--- src/rtl/nes_joypad_pkg.sv ---
// Shared constants and the SNES-to-NES button remap for the $4016/$4017 joypad port.
package nes_joypad_pkg;

  localparam int unsigned SNES_B      = 0;
  localparam int unsigned SNES_Y      = 1;
  localparam int unsigned SNES_SELECT = 2;
  localparam int unsigned SNES_START  = 3;
  localparam int unsigned SNES_UP     = 4;
  localparam int unsigned SNES_DOWN   = 5;
  localparam int unsigned SNES_LEFT   = 6;
  localparam int unsigned SNES_RIGHT  = 7;
  localparam int unsigned SNES_A      = 8;
  localparam int unsigned SNES_X      = 9;
  localparam int unsigned SNES_L      = 10;
  localparam int unsigned SNES_R      = 11;

  localparam logic [15:0] ADDR_JOY1 = 16'h4016;
  localparam logic [15:0] ADDR_JOY2 = 16'h4017;

  localparam logic [7:0] OPEN_BUS_DEFAULT = 8'h40;

  // NES serial order, bit0 shifted out first: {Right,Left,Down,Up,Start,Select,B,A}
  function automatic logic [7:0] snes_to_nes(input logic [11:0] b);
    return {b[SNES_RIGHT], b[SNES_LEFT], b[SNES_DOWN], b[SNES_UP],
            b[SNES_START], b[SNES_SELECT], b[SNES_B], b[SNES_A]};
  endfunction

endpackage

--- src/rtl/nes_joypad_shifter.sv ---
// One NES controller shift register with a saturating read counter.
module nes_joypad_shifter
  import nes_joypad_pkg::*;
(
  input  logic       clk,
  input  logic       rst,
  input  logic       load,
  input  logic       shift,
  input  logic [7:0] buttons,
  output logic       serial
);

  localparam logic [3:0] CNT_FULL = 4'd8;

  logic [7:0] shreg;
  logic [3:0] cnt;

  always_ff @(posedge clk) begin
    if (rst) begin
      shreg <= '0;
      cnt   <= CNT_FULL;
    end else if (load) begin
      shreg <= buttons;
      cnt   <= '0;
    end else if (shift && (cnt != CNT_FULL)) begin
      shreg <= {1'b0, shreg[7:1]};
      cnt   <= cnt + 4'd1;
    end
  end

  // Once all eight bits are gone the real pad reports 1s forever.
  assign serial = (cnt == CNT_FULL) ? 1'b1 : shreg[0];

endmodule

--- src/rtl/nes_joypad_port.sv ---
// NES controller register block at $4016/$4017 fed by SNES button vectors.
// Optional turbo on X/Y: define NES_JOY_TURBO_EN.
module nes_joypad_port
  import nes_joypad_pkg::*;
#(
  parameter logic [7:0]  OPEN_BUS  = OPEN_BUS_DEFAULT,
  parameter int unsigned TURBO_DIV = 833333
) (
  input  logic        CLOCK,
  input  logic        RESET,
  input  logic [11:0] BUTTONS1,
  input  logic [11:0] BUTTONS2,
  input  logic [15:0] CPU_ADDR,
  input  logic [7:0]  CPU_WDATA,
  input  logic        CPU_WR,
  input  logic        CPU_RD,
  output logic [7:0]  CPU_RDATA,
  output logic        CPU_RVALID,
  output logic        HIT,
  output logic        STROBE
);

  localparam logic [31:0] TURBO_DIV_VEC = 32'(TURBO_DIV);

  logic       sel_joy1, sel_joy2;
  logic       rd_hit;
  logic       shift1, shift2;
  logic       serial1, serial2;
  logic       rd_bit;
  logic [11:0] eff1, eff2;
  logic [7:0] nes1, nes2;
  logic       unused_ok;

  assign sel_joy1 = (CPU_ADDR == ADDR_JOY1);
  assign sel_joy2 = (CPU_ADDR == ADDR_JOY2);
  assign HIT      = sel_joy1 | sel_joy2;
  assign rd_hit   = CPU_RD & HIT;

`ifdef NES_JOY_TURBO_EN
  logic [31:0] turbo_cnt;
  logic        turbo_phase;

  always_ff @(posedge CLOCK) begin
    if (RESET) begin
      turbo_cnt   <= '0;
      turbo_phase <= 1'b0;
    end else if (turbo_cnt == TURBO_DIV_VEC - 32'd1) begin
      turbo_cnt   <= '0;
      turbo_phase <= ~turbo_phase;
    end else begin
      turbo_cnt   <= turbo_cnt + 32'd1;
    end
  end

  always_comb begin
    eff1 = BUTTONS1;
    eff2 = BUTTONS2;
    eff1[SNES_A] = BUTTONS1[SNES_A] | (BUTTONS1[SNES_X] & turbo_phase);
    eff1[SNES_B] = BUTTONS1[SNES_B] | (BUTTONS1[SNES_Y] & turbo_phase);
    eff2[SNES_A] = BUTTONS2[SNES_A] | (BUTTONS2[SNES_X] & turbo_phase);
    eff2[SNES_B] = BUTTONS2[SNES_B] | (BUTTONS2[SNES_Y] & turbo_phase);
  end
`else
  assign eff1 = BUTTONS1;
  assign eff2 = BUTTONS2;
`endif

  assign nes1 = snes_to_nes(eff1);
  assign nes2 = snes_to_nes(eff2);

  always_ff @(posedge CLOCK) begin
    if (RESET) begin
      STROBE <= 1'b0;
    end else if (CPU_WR && sel_joy1) begin
      STROBE <= CPU_WDATA[0];
    end
  end

  // Load keys off the pre-write strobe so a 1->0 write still captures this cycle;
  // a read coincident with any write returns the old bit without advancing.
  assign shift1 = rd_hit & sel_joy1 & ~STROBE & ~CPU_WR;
  assign shift2 = rd_hit & sel_joy2 & ~STROBE & ~CPU_WR;

  nes_joypad_shifter u_port1 (
    .clk     (CLOCK),
    .rst     (RESET),
    .load    (STROBE),
    .shift   (shift1),
    .buttons (nes1),
    .serial  (serial1)
  );

  nes_joypad_shifter u_port2 (
    .clk     (CLOCK),
    .rst     (RESET),
    .load    (STROBE),
    .shift   (shift2),
    .buttons (nes2),
    .serial  (serial2)
  );

  assign rd_bit = sel_joy2 ? serial2 : serial1;

  always_ff @(posedge CLOCK) begin
    if (RESET) begin
      CPU_RDATA  <= '0;
      CPU_RVALID <= 1'b0;
    end else begin
      CPU_RVALID <= rd_hit;
      if (rd_hit) begin
        CPU_RDATA <= {OPEN_BUS[7:1], rd_bit};
      end
    end
  end

  assign unused_ok = ^{BUTTONS1[11:9], BUTTONS1[1], BUTTONS2[11:9], BUTTONS2[1],
                       CPU_WDATA[7:1], OPEN_BUS[0], TURBO_DIV_VEC};

endmodule
--- config.mk ---
export PLATFORM = sky130hd
export DESIGN_NAME = nes_joypad_port
export DESIGN_NICKNAME = d
export VERILOG_FILES = /design/src/rtl/nes_joypad_pkg.sv /design/src/rtl/nes_joypad_shifter.sv /design/src/rtl/nes_joypad_port.sv
export SDC_FILE = /design/constraint.sdc
export NUM_CORES = 1
export LEC_CHECK = 0
export ABC_AREA = 1
export BUFFER_PORTS_ARGS = -buffer_cell sky130_fd_sc_hd__buf_2
export CAP_MARGIN = 5
export CORE_MARGIN = 1
export CORE_UTILIZATION = 48
export DETAILED_ROUTE_END_ITERATION = 6
export PLACE_DENSITY = 0.79
export SLEW_MARGIN = 20
export SYNTH_ARGS = -nofsm -noshare
export SYNTH_HDL_FRONTEND = slang
export SYNTH_HIERARCHICAL = 1
export SYNTH_SLANG_ARGS = --single-unit
export TNS_END_PERCENT = 5
--- constraint.sdc ---
create_clock -name CLOCK -period 1.9 [get_ports CLOCK]
set_input_delay 0.19 -clock CLOCK [delete_from_list [all_inputs] [get_ports CLOCK]]
set_output_delay 0.19 -clock CLOCK [all_outputs]
set_load 0.03 [all_outputs]
### Word-level counts from Yosys, hierarchy flattened

Index checks and enable logic that the tools add are counted.

| storage, ports and cells | value |
|---|---|
| register bits after elaboration | 28 |
| input port bits | 52 |

| operators by class | value |
|---|---|
| add/sub/neg operators | 2 |
| eq/ne operators | 6 |
| multiplexer cells | 11 |
| bitwise gates (word level) | 10 |
| reductions and logical operators | 6 |

Operator list:

| kind | count |
|---|---|
| == test 16 x 15 -> 1 bit, second input constant | 2 |
| 2-to-1 mux 8 bit | 4 |
| 2-to-1 mux 4 bit | 4 |
| adder 4 x 1 -> 4 bit, second input constant | 2 |
| == test 4 bit, second input constant | 2 |
| != test 4 bit, second input constant | 2 |
| AND 1 bit | 7 |
| nonzero test 2 bit | 2 |
| logical AND 1 bit | 3 |
| 2-to-1 mux 1 bit | 3 |
| inverter 1 bit | 2 |
| OR reduction 2 bit | 1 |
| bitwise OR 1 bit | 1 |

### Depth between registers and ports, before layout

Gate-level depths: netlist (run 1).

| depth | value |
|---|---|
| depth in word-level cells | 9 |
| mapped depth | 12 |
| gate-level depth less buffers | 11 |

### Cells and area by module

Netlist (run 1), hierarchy kept.

Modules (own cells, without submodules):

| module | instances | cells each | area an instance (µm²) | sequential area each (µm²) |
|---|---|---|---|---|
| nes_joypad_shifter | 2 | 96 | 645.6 | 240.2 |
| nes_joypad_port | 1 | 56 | 344.1 | 80.1 |

### Least setup slack after synthesis (run 1)

No wires, ideal clock.

| timing path | value |
|---|---|
| path type | reg-to-reg |
| start | reg STROBE |
| end | reg u_port1.shreg[5] |
| setup time | 0.109 ns |
| arrival | 1.491 ns |
| data required time | 1.791 ns |
| path slack | 0.300 ns |
| cell stages (with the launch flop) | 10 |
| buffers on the path | 1 |
| clock period less this slack | 1.600 ns |
| path through | dfxtp_1 > nor2_1 > nand2_1 > nor2_1 > nand2_4 > buf_6 > nand2_1 > nand3_1 > nand2_1 > inv_1 |

| between the ends | value |
|---|---|
| cells in the longest elaborated chain, start to end | 5 |
| elaborated cells between the ends (all ways) | 6 |
| classes of those cells | mux: 1; bitwise: 3; reduce/logical: 2 |

RTL lines:

| what | line | text |
|---|---|---|
| from (decl) | nes_joypad_port.sv:20 | `output logic STROBE` |
| from (signal assigned) | nes_joypad_port.sv:75 | `STROBE <= CPU_WDATA[0];` |
| inverter 1 bit | nes_joypad_port.sv:81 | `assign shift1 = rd_hit & sel_joy1 & ~STROBE & ~CPU_WR;` |
| AND 1 bit (2 in series) | nes_joypad_port.sv:81 |  |
| net shift1 | nes_joypad_port.sv:27 | `logic shift1, shift2;` |
| logical AND 1 bit | nes_joypad_shifter.sv:25 | `end else if (shift && (cnt != CNT_FULL)) begin` |
| nonzero test 2 bit (no source line) | n/a |  |
| to (signal assigned) | nes_joypad_shifter.sv:23 | `shreg <= buttons;` |
| to (signal assigned) | nes_joypad_shifter.sv:26 | `shreg <= {1'b0, shreg[7:1]};` |
| to (decl) | nes_joypad_shifter.sv:15 | `logic [7:0] shreg;` |

The timed path passes the listed nets, and every way through them passes these cells.
A chain may end at the register's enable or synchronous reset.

### Worst setup path in the final report (run 1)

| timing path | value |
|---|---|
| start | reg STROBE |
| end | out STROBE |

No word-level cell between the ends.

==> results of run 1 <==
## worst paths after layout
| path | end | slack (ps) |
|---|---|---|
| hold reg to reg | CPU_RDATA[6]$_SDFFE_PP0P_ | 470 |
| setup reg to reg | u_port2/shreg[3]$_SDFFE_PP0P_ | 580 |
| setup / recovery | STROBE | 430 |
| hold / removal | u_port2/shreg[7]$_SDFFE_PP0P_ | 100 |
## cells in the final DEF, fill, tap and decap left out
| master | Yosys | routed |
|---|---|---|
| nand2_4 | 4 | 4 |
| clkbuf_8 | 0 | 1 |
| conb_1 | 1 | 6 |
| nand3_1 | 24 | 24 |
| a21oi_1 | 11 | 11 |
| nor2_1 | 33 | 33 |
| o21ai_2 | 2 | 2 |
| buf_4 | 6 | 3 |
| nand2_1 | 71 | 71 |
| nand4_1 | 3 | 3 |
| nor2_4 | 1 | 1 |
| o21ai_1 | 3 | 3 |
| dfxtp_1 | 28 | 28 |
| a21oi_2 | 2 | 2 |
| o21ai_0 | 5 | 5 |
| ha_1 | 4 | 4 |
| clkbuf_4 | 0 | 3 |
| nand3_4 | 2 | 2 |
| inv_1 | 34 | 34 |
| inv_2 | 4 | 4 |
| buf_2 | 0 | 41 |
| nand2_2 | 3 | 3 |
| nor2_2 | 3 | 3 |
## report_power, final
part / switching, uW / leakage, uW / internal, uW
Combinational: 57.1 / 0.000737 / 39.3
Sequential: 3.12 / 0.000226 / 590
Clock: 172 / 0.0000210 / 117
Total: 232 / 0.000984 / 747
## cell families after synthesis
kind of cell / count (synthesis) / synth area share (%)
AOI/OAI and AO/OA: 23 / 7.96
and+or+nand+nor: 144 / 40.2
DFF: 28 / 34.3
adders and majority gates: 4 / 3.06
other: 1 / 0.229
buffers and inverters: 48 / 14.2
## sequential cells by signal, summed over array words and instances (netlist names)
register	flops
u_port1/shreg	8
u_port2/shreg	8
u_port1/cnt	4
u_port2/cnt	4
CPU_RDATA	2
CPU_RVALID	1
STROBE	1
## through the flow
stage	std cells	cell area, um^2	power (uW)	worst slack (ps)	hold WS, ps
floorplan	253	1650	663	300	252
global route	335	1880	1030	337	84.5
finish	335	1880	979	431	96.5
CTS	335	1880	992	411	84.9
detailed placement	331	1850	703	388	455
global placement	331	1850	701	411	445
## cell type report
type | instances | area, um^2
clock buffers | 4 | 36.3
fillers | 319 | 1270
inverters | 38 | 143
multi-input cells | 177 | 861
flip-flops and latches | 28 | 561
well taps | 44 | 55.1
repair buffers | 44 | 228
## routing by layer
metal	share of wire, %	wire [um]
met3	6.0	172
met1	50	1450
met2	43	1230
met4	0.83	24
met5	0	0
## critical path, cell delays in order (launching register included)
cell and delay [ps]:
dfxtp_1 360, buf_4 320, buf_2 270
==> out/qor.csv, run 1 <==
metric,value,unit
drt total wl,2880,um
FF-to-FF path depth,7,
post-cts resize count,0,
Seq cells post-synth,28,
CTS Hold Bufs,0,
Final Skew,1.76,ps
Synth Flop Type,dfxtp_1,
synth unique cells,21,
Vias/cell,4.56,
post-synthesis sequential area ratio,34.3,%
Peak VDD IR,0.000332,V
Leak Pwr,0.000984,uW
die area,0.00364,mm^2
M2 GR Usage,30.1,%
Post-Syn Area,0.00164,mm^2
max-cap check violation count,0,
Post-synth ARST share,0,%
Mean Syn Cell Area,6.59,um^2
post-CTS setup buffers,0,
share of cells above drive strength 1,23.7,%
reg2reg start,u_port2/cnt[0]$_SDFFE_PP0P_,
Setup CP Type,reg -> out,
met1 usage in global routing,22.3,%
CTS Buf Count,3,
crit start category,flip-flop,
CP startpoint,STROBE$_SDFFE_PP0P_,
FP Rows,20,
Layout Nets,348,
Synth area leaders,"dfxtp_1 (34%), nand2_1 (16%), inv_1 (7.8%), nor2_1 (7.6%), nand3_1 (7.3%)",
vias in the first global route,1261,
clock-pin slew on the worst setup and hold paths,150,ps
DRC violation total after the first TritonRoute iteration,40,
die width,60.4,um
worst hold path depth,3,
DRT Pass-1 Iters,4,
Worst Path Max Fanout,32,
Antenna Diode Count,0,
largest net degree at the start of global routing,33,
PwrDens,520,mW/mm^2
clock buffer depth,2,
M3 GR Usage,3.20,%
Area growth syn-to-layout,15.1,%
Most Crowded Layer GR,met2,
final hold violations,0,
Initial Util,51.9,%
io pins,63,
die height,60.4,um
I/O Buffers,41,
status,completed,
"count leader, synth",nand2_1,
setup violators final,0,
grt total ovfl,0,
DPL Wire Length,2150,um
via count,1527,
first-pass GRT wire length,4920,um
DR DRC count,0,
RSZ-0062 raised after global routing,false,
Critical Path End Type,output port,
antenna violations before repair,0,
Synth area leader,dfxtp_1,
"EDFF count, synth",0,
gpl congestion,0.814,
Tmin final,1470,ps
required time worst endpoint,1710,ps
CTS sink cnt,28,
root buffer cell,clkbuf_4,
CTS tree,yes,
Final Cycle Share,77.3,%
Synth top cells by count,"nand2_1 (71), inv_1 (34), nor2_1 (33)",
Layout Utilization,59.7,%
Synth top area share,34.3,%
Syn Inst Count,248,
TNS Setup,0,ps
Hold Path Class,in -> reg,
CTS H-tree lvls,1,
Worst Hold Launch,BUTTONS2[7],
total track usage,17.6,%
max frequency,681,MHz
wire per inst,8.60,um
final number of max-transition violations,0,
CORE AREA,0.00315,mm^2
YS warnings,6,
insertion delay to the later sink of the worst-skew pair,320,ps
critical path arrival,1280,ps
Routed Antenna Nets,0,
Power figures use the tool's default switching activity.
==> inputs of run 2 (changes only) <==
--- a/config.mk
+++ b/config.mk
@@ -5,13 +5,13 @@
 export SDC_FILE = /design/constraint.sdc
 export NUM_CORES = 1
 export LEC_CHECK = 0
-export ABC_AREA = 1
+export ABC_AREA = 0
 export BUFFER_PORTS_ARGS = -buffer_cell sky130_fd_sc_hd__buf_2
 export CAP_MARGIN = 5
 export CORE_MARGIN = 1
-export CORE_UTILIZATION = 48
+export CORE_UTILIZATION = 42
 export DETAILED_ROUTE_END_ITERATION = 6
-export PLACE_DENSITY = 0.79
+export PLACE_DENSITY = 0.75
 export SLEW_MARGIN = 20
 export SYNTH_ARGS = -nofsm -noshare
 export SYNTH_HDL_FRONTEND = slang
==> constraint.sdc (replaced) <==
create_clock -name CLOCK -period 1.3 [get_ports CLOCK]
set_input_delay 0.13 -clock CLOCK [delete_from_list [all_inputs] [get_ports CLOCK]]
set_output_delay 0.13 -clock CLOCK [all_outputs]
set_load 0.03 [all_outputs]
==> run 2 against run 1 <==
Against the previous run:
- the run now ends with setup timing left
- synthesized area shrank 9.6%
- worst setup slack lost 680 ps
- synthesized cell count shrank 29%
- power grew 61%
- register-to-register slack lost 770 ps
- wire length grew 22%
- design area grew 7.8%
- critical path type is now in -> reg
- largest cell class unchanged
- highest routed layer unchanged
==> out/qor.csv, run 2 <==
metric,value,unit,change
status,finished with violations,,was completed
failing checks,setup timing,,
Synth Flop Type,dfxtp_1,,unchanged
synth unique cells,36,,was 21
most frequent cells in the layout,"buf_2 (37), dfxtp_1 (25), inv_1 (23), buf_4 (19)",,"was nand2_1 (71), buf_2 (41), inv_1 (34), nor2_1 (33), dfxtp_1 (28)"
total track usage,19.1,%,was 17.6%
Top Registers,"u_port1/shreg: 8 flops, u_port2/shreg: 8 flops",,unchanged
Area growth syn-to-layout,37.2,%,was 15.1%
xor and xnor area share after synthesis,1.18,%,was 0%
critical path arrival,1830,ps,was 1280 ps
share of cells above drive strength 1,40.2,%,was 23.7%
final hold violations,0,,unchanged
setup ws final,-252,ps,was 431 ps
Post-synth ARST share,0,%,unchanged
Leak Pwr,0.000863,uW,was 0.000984 uW
YS warnings,6,,unchanged
Synth top area share,37.9,%,was 34.3%
clock buffer depth,2,,unchanged
FF/Latch Area,564,um^2,was 561 um^2
Synth Area in Compound Gates,28.3,%,was 7.96%
Vias/cell,5.39,,was 4.56
gpl congestion,0.723,,was 0.814
largest family of logic cells by synthesized area,compound AO/OA/AOI/OAI gates,,was simple AND/OR/NAND/NOR gates
DRC violation total after the first TritonRoute iteration,65,,was 40
clock-pin slew on the worst setup and hold paths,150,ps,about the same
final number of max-transition violations,0,,unchanged
TNS Setup,-2210,ps,was 0 ps
CORE AREA,0.00336,mm^2,was 0.00315 mm^2
post-synthesis simple-gate area fraction,14.7,%,was 40.2%
die area,0.00376,mm^2,was 0.00364 mm^2
Tmin final,1550,ps,
DR WL met3,163,um,was 172 um
CP max-delay cell,or4_4,,was dfxtp_1
mux cell area share after synthesis,0.677,%,was 0%
crit start category,input port,,was flip-flop
Synth top cells by count,"dfxtp_1 (28), inv_1 (23), o21ai_0 (18)",,"was nand2_1 (71), inv_1 (34), nor2_1 (33)"
FILL cells,299,,was 319
first-pass GRT wire length,5390,um,was 4920 um
max-cap check violation count,0,,unchanged
post-synthesis sequential area ratio,37.9,%,was 34.3%
Worst Path Max Fanout,3,,was 32
I/O Buffers,41,,unchanged
CTS tree,yes,,unchanged
Hold Path Class,in -> reg,,unchanged
CTS Hold Bufs,0,,unchanged
Critical Path End Type,flip-flop,,was output port
root buffer cell,clkbuf_4,,unchanged
Mean Syn Cell Area,8.45,um^2,was 6.59 um^2
Post-Route M1 WL,1550,um,was 1450 um
die width,61.3,um,was 60.4 um
Synth Area in Adders,3.38,%,was 3.06%
FP Rows,21,,was 20
R2R Setup Slk,-190,ps,was 580 ps
Synth area leader,dfxtp_1,,unchanged
multi-input logic area,838,um^2,was 861 um^2
wire per inst,12.8,um,was 8.60 um
antenna violations before repair,0,,unchanged
via count,1482,,was 1527
Seq cells post-synth,28,,unchanged
"most common cell after layout, fill and taps aside",buf_2,,was nand2_1
Setup CP Type,in -> reg,,was reg -> out
Layout Nets,286,,was 348
Peak VDD IR,0.000598,V,was 0.000332 V
max frequency,644,MHz,
Syn Inst Count,175,,was 248
CTS sink cnt,28,,unchanged
Layout Utilization,60.3,%,was 59.7%
insertion delay to the later sink of the worst-skew pair,330,ps,was 320 ps
Worst path max stage delay,520,ps,was 360 ps
highest metal used,met4,,unchanged
met2 wire length,1760,um,was 1230 um
largest net degree at the start of global routing,39,,was 33
DRT Pass-1 Iters,4,,unchanged
Final Cycle Share,119,%,
CTS H-tree lvls,1,,unchanged
Synth area leaders,"dfxtp_1 (38%), a221oi_1 (8.3%), o21ai_0 (6.1%), a31oi_1 (5.9%), inv_1 (5.8%)",,"was dfxtp_1 (34%), nand2_1 (16%), inv_1 (7.8%), nor2_1 (7.6%), nand3_1 (7.3%)"
io pins,63,,unchanged
Antenna Diode Count,0,,unchanged
Initial Util,44.0,%,was 51.9%
die height,61.3,um,was 60.4 um
Routed Antenna Nets,0,,unchanged
CTS Buf Count,3,,unchanged
Final Skew,6.89,ps,was 1.76 ps
Post-Syn Area,0.00148,mm^2,was 0.00164 mm^2
DPL Wire Length,2250,um,was 2150 um
worst path cell trace,"buf_2, nor4bb_4, and4_4, nand2_4, nor4b_4, inv_1, or4_4, a21oi_2",,"was buf_4, buf_2"
setup violators final,23,,was 0
RSZ-0062 raised after global routing,true,,was false
grt total ovfl,0,,unchanged
"EDFF count, synth",0,,unchanged
PwrDens,777,mW/mm^2,was 520 mW/mm^2
vias in the first global route,1270,,was 1261
drt total wl,3520,um,was 2880 um
Pwr Total,1580,uW,was 979 uW
"count leader, synth",dfxtp_1,,was nand2_1
DR DRC count,0,,unchanged
required time worst endpoint,1580,ps,was 1710 ps
run 2: changes by cell type after synthesis, sizes merged, moves of 14 or more:
cell / change
a221oi: +14
nand3: -22
inv: -15
nor2: -35
a31oi: +14
nand2: -74
run 2: cell type report:
type	instances	share of cell area [%]
inverter	23	4.25
clock buffer	3	1.11
timing repair buffer	64	21.2
tap	46	2.84
clock inverter	1	1.48
sequential	28	27.8
multi-input combinational	110	41.3
run 2: kinds of logic (layout without fill, tap and decap cells):
logic type / count (synthesis) / in the layout
buffers and inverters: 42 / 91
XOR/XNOR: 2 / 2
AO/OA/AOI/OAI: 65 / 65
other: 1 / 6
flip-flops: 28 / 28
AND/OR/NAND/NOR: 32 / 32
multiplexers: 1 / 1
adder cells (fa/ha/maj): 4 / 4
run 2: what timing repair did:
action                                  CTS  global route
endpoints found under the setup margin   26            27
cloned                                    0             0
resized for setup                        19            23
setup buffers                             0             1
pin swaps                                 7             9
run 2: worst max-delay path: cells and delay by family:
family / cells / cell delay (ps)
compound gates: 1 / 140
simple gates: 5 / 1340
buf+inv: 2 / 220
run 2: final timing paths:
path                              from  cells after the start                            end
max                        CPU_ADDR[7]                      8    u_port2/cnt[2]$_SDFFE_PP0P_
min                        BUTTONS1[6]                      3  u_port1/shreg[6]$_SDFFE_PP0P_
max reg2reg        STROBE$_SDFFE_PP0P_                      4    u_port2/cnt[2]$_SDFFE_PP0P_
min reg2reg  CPU_RDATA[6]$_SDFFE_PP0P_                      2      CPU_RDATA[6]$_SDFFE_PP0P_
run 2: stage by stage:
step | hold WS [ps] | instance area (um^2) | setup slack, ps | instances
floorplan | 198 | 1520 | -470 | 180
global placement | 385 | 1830 | -523 | 270
detailed placement | 393 | 1830 | -558 | 270
CTS | 24.8 | 1940 | -236 | 274
global route | 12.7 | 2030 | -287 | 275
finish | 26.9 | 2030 | -252 | 275
run 2: report_power, final:
part	switching, uW	internal [uW]
combinational	79.6	71.1
clock	256	312
sequential	0.00413	858
total	336	1240
run 2: metal layers:
layer / global-route usage [%] / vias up
li1: - / 735
met1: 25.1 / 694
met3: 2.94 / 4
met2: 31.4 / 49
met5: 0 / -
met4: 7.94 / 0
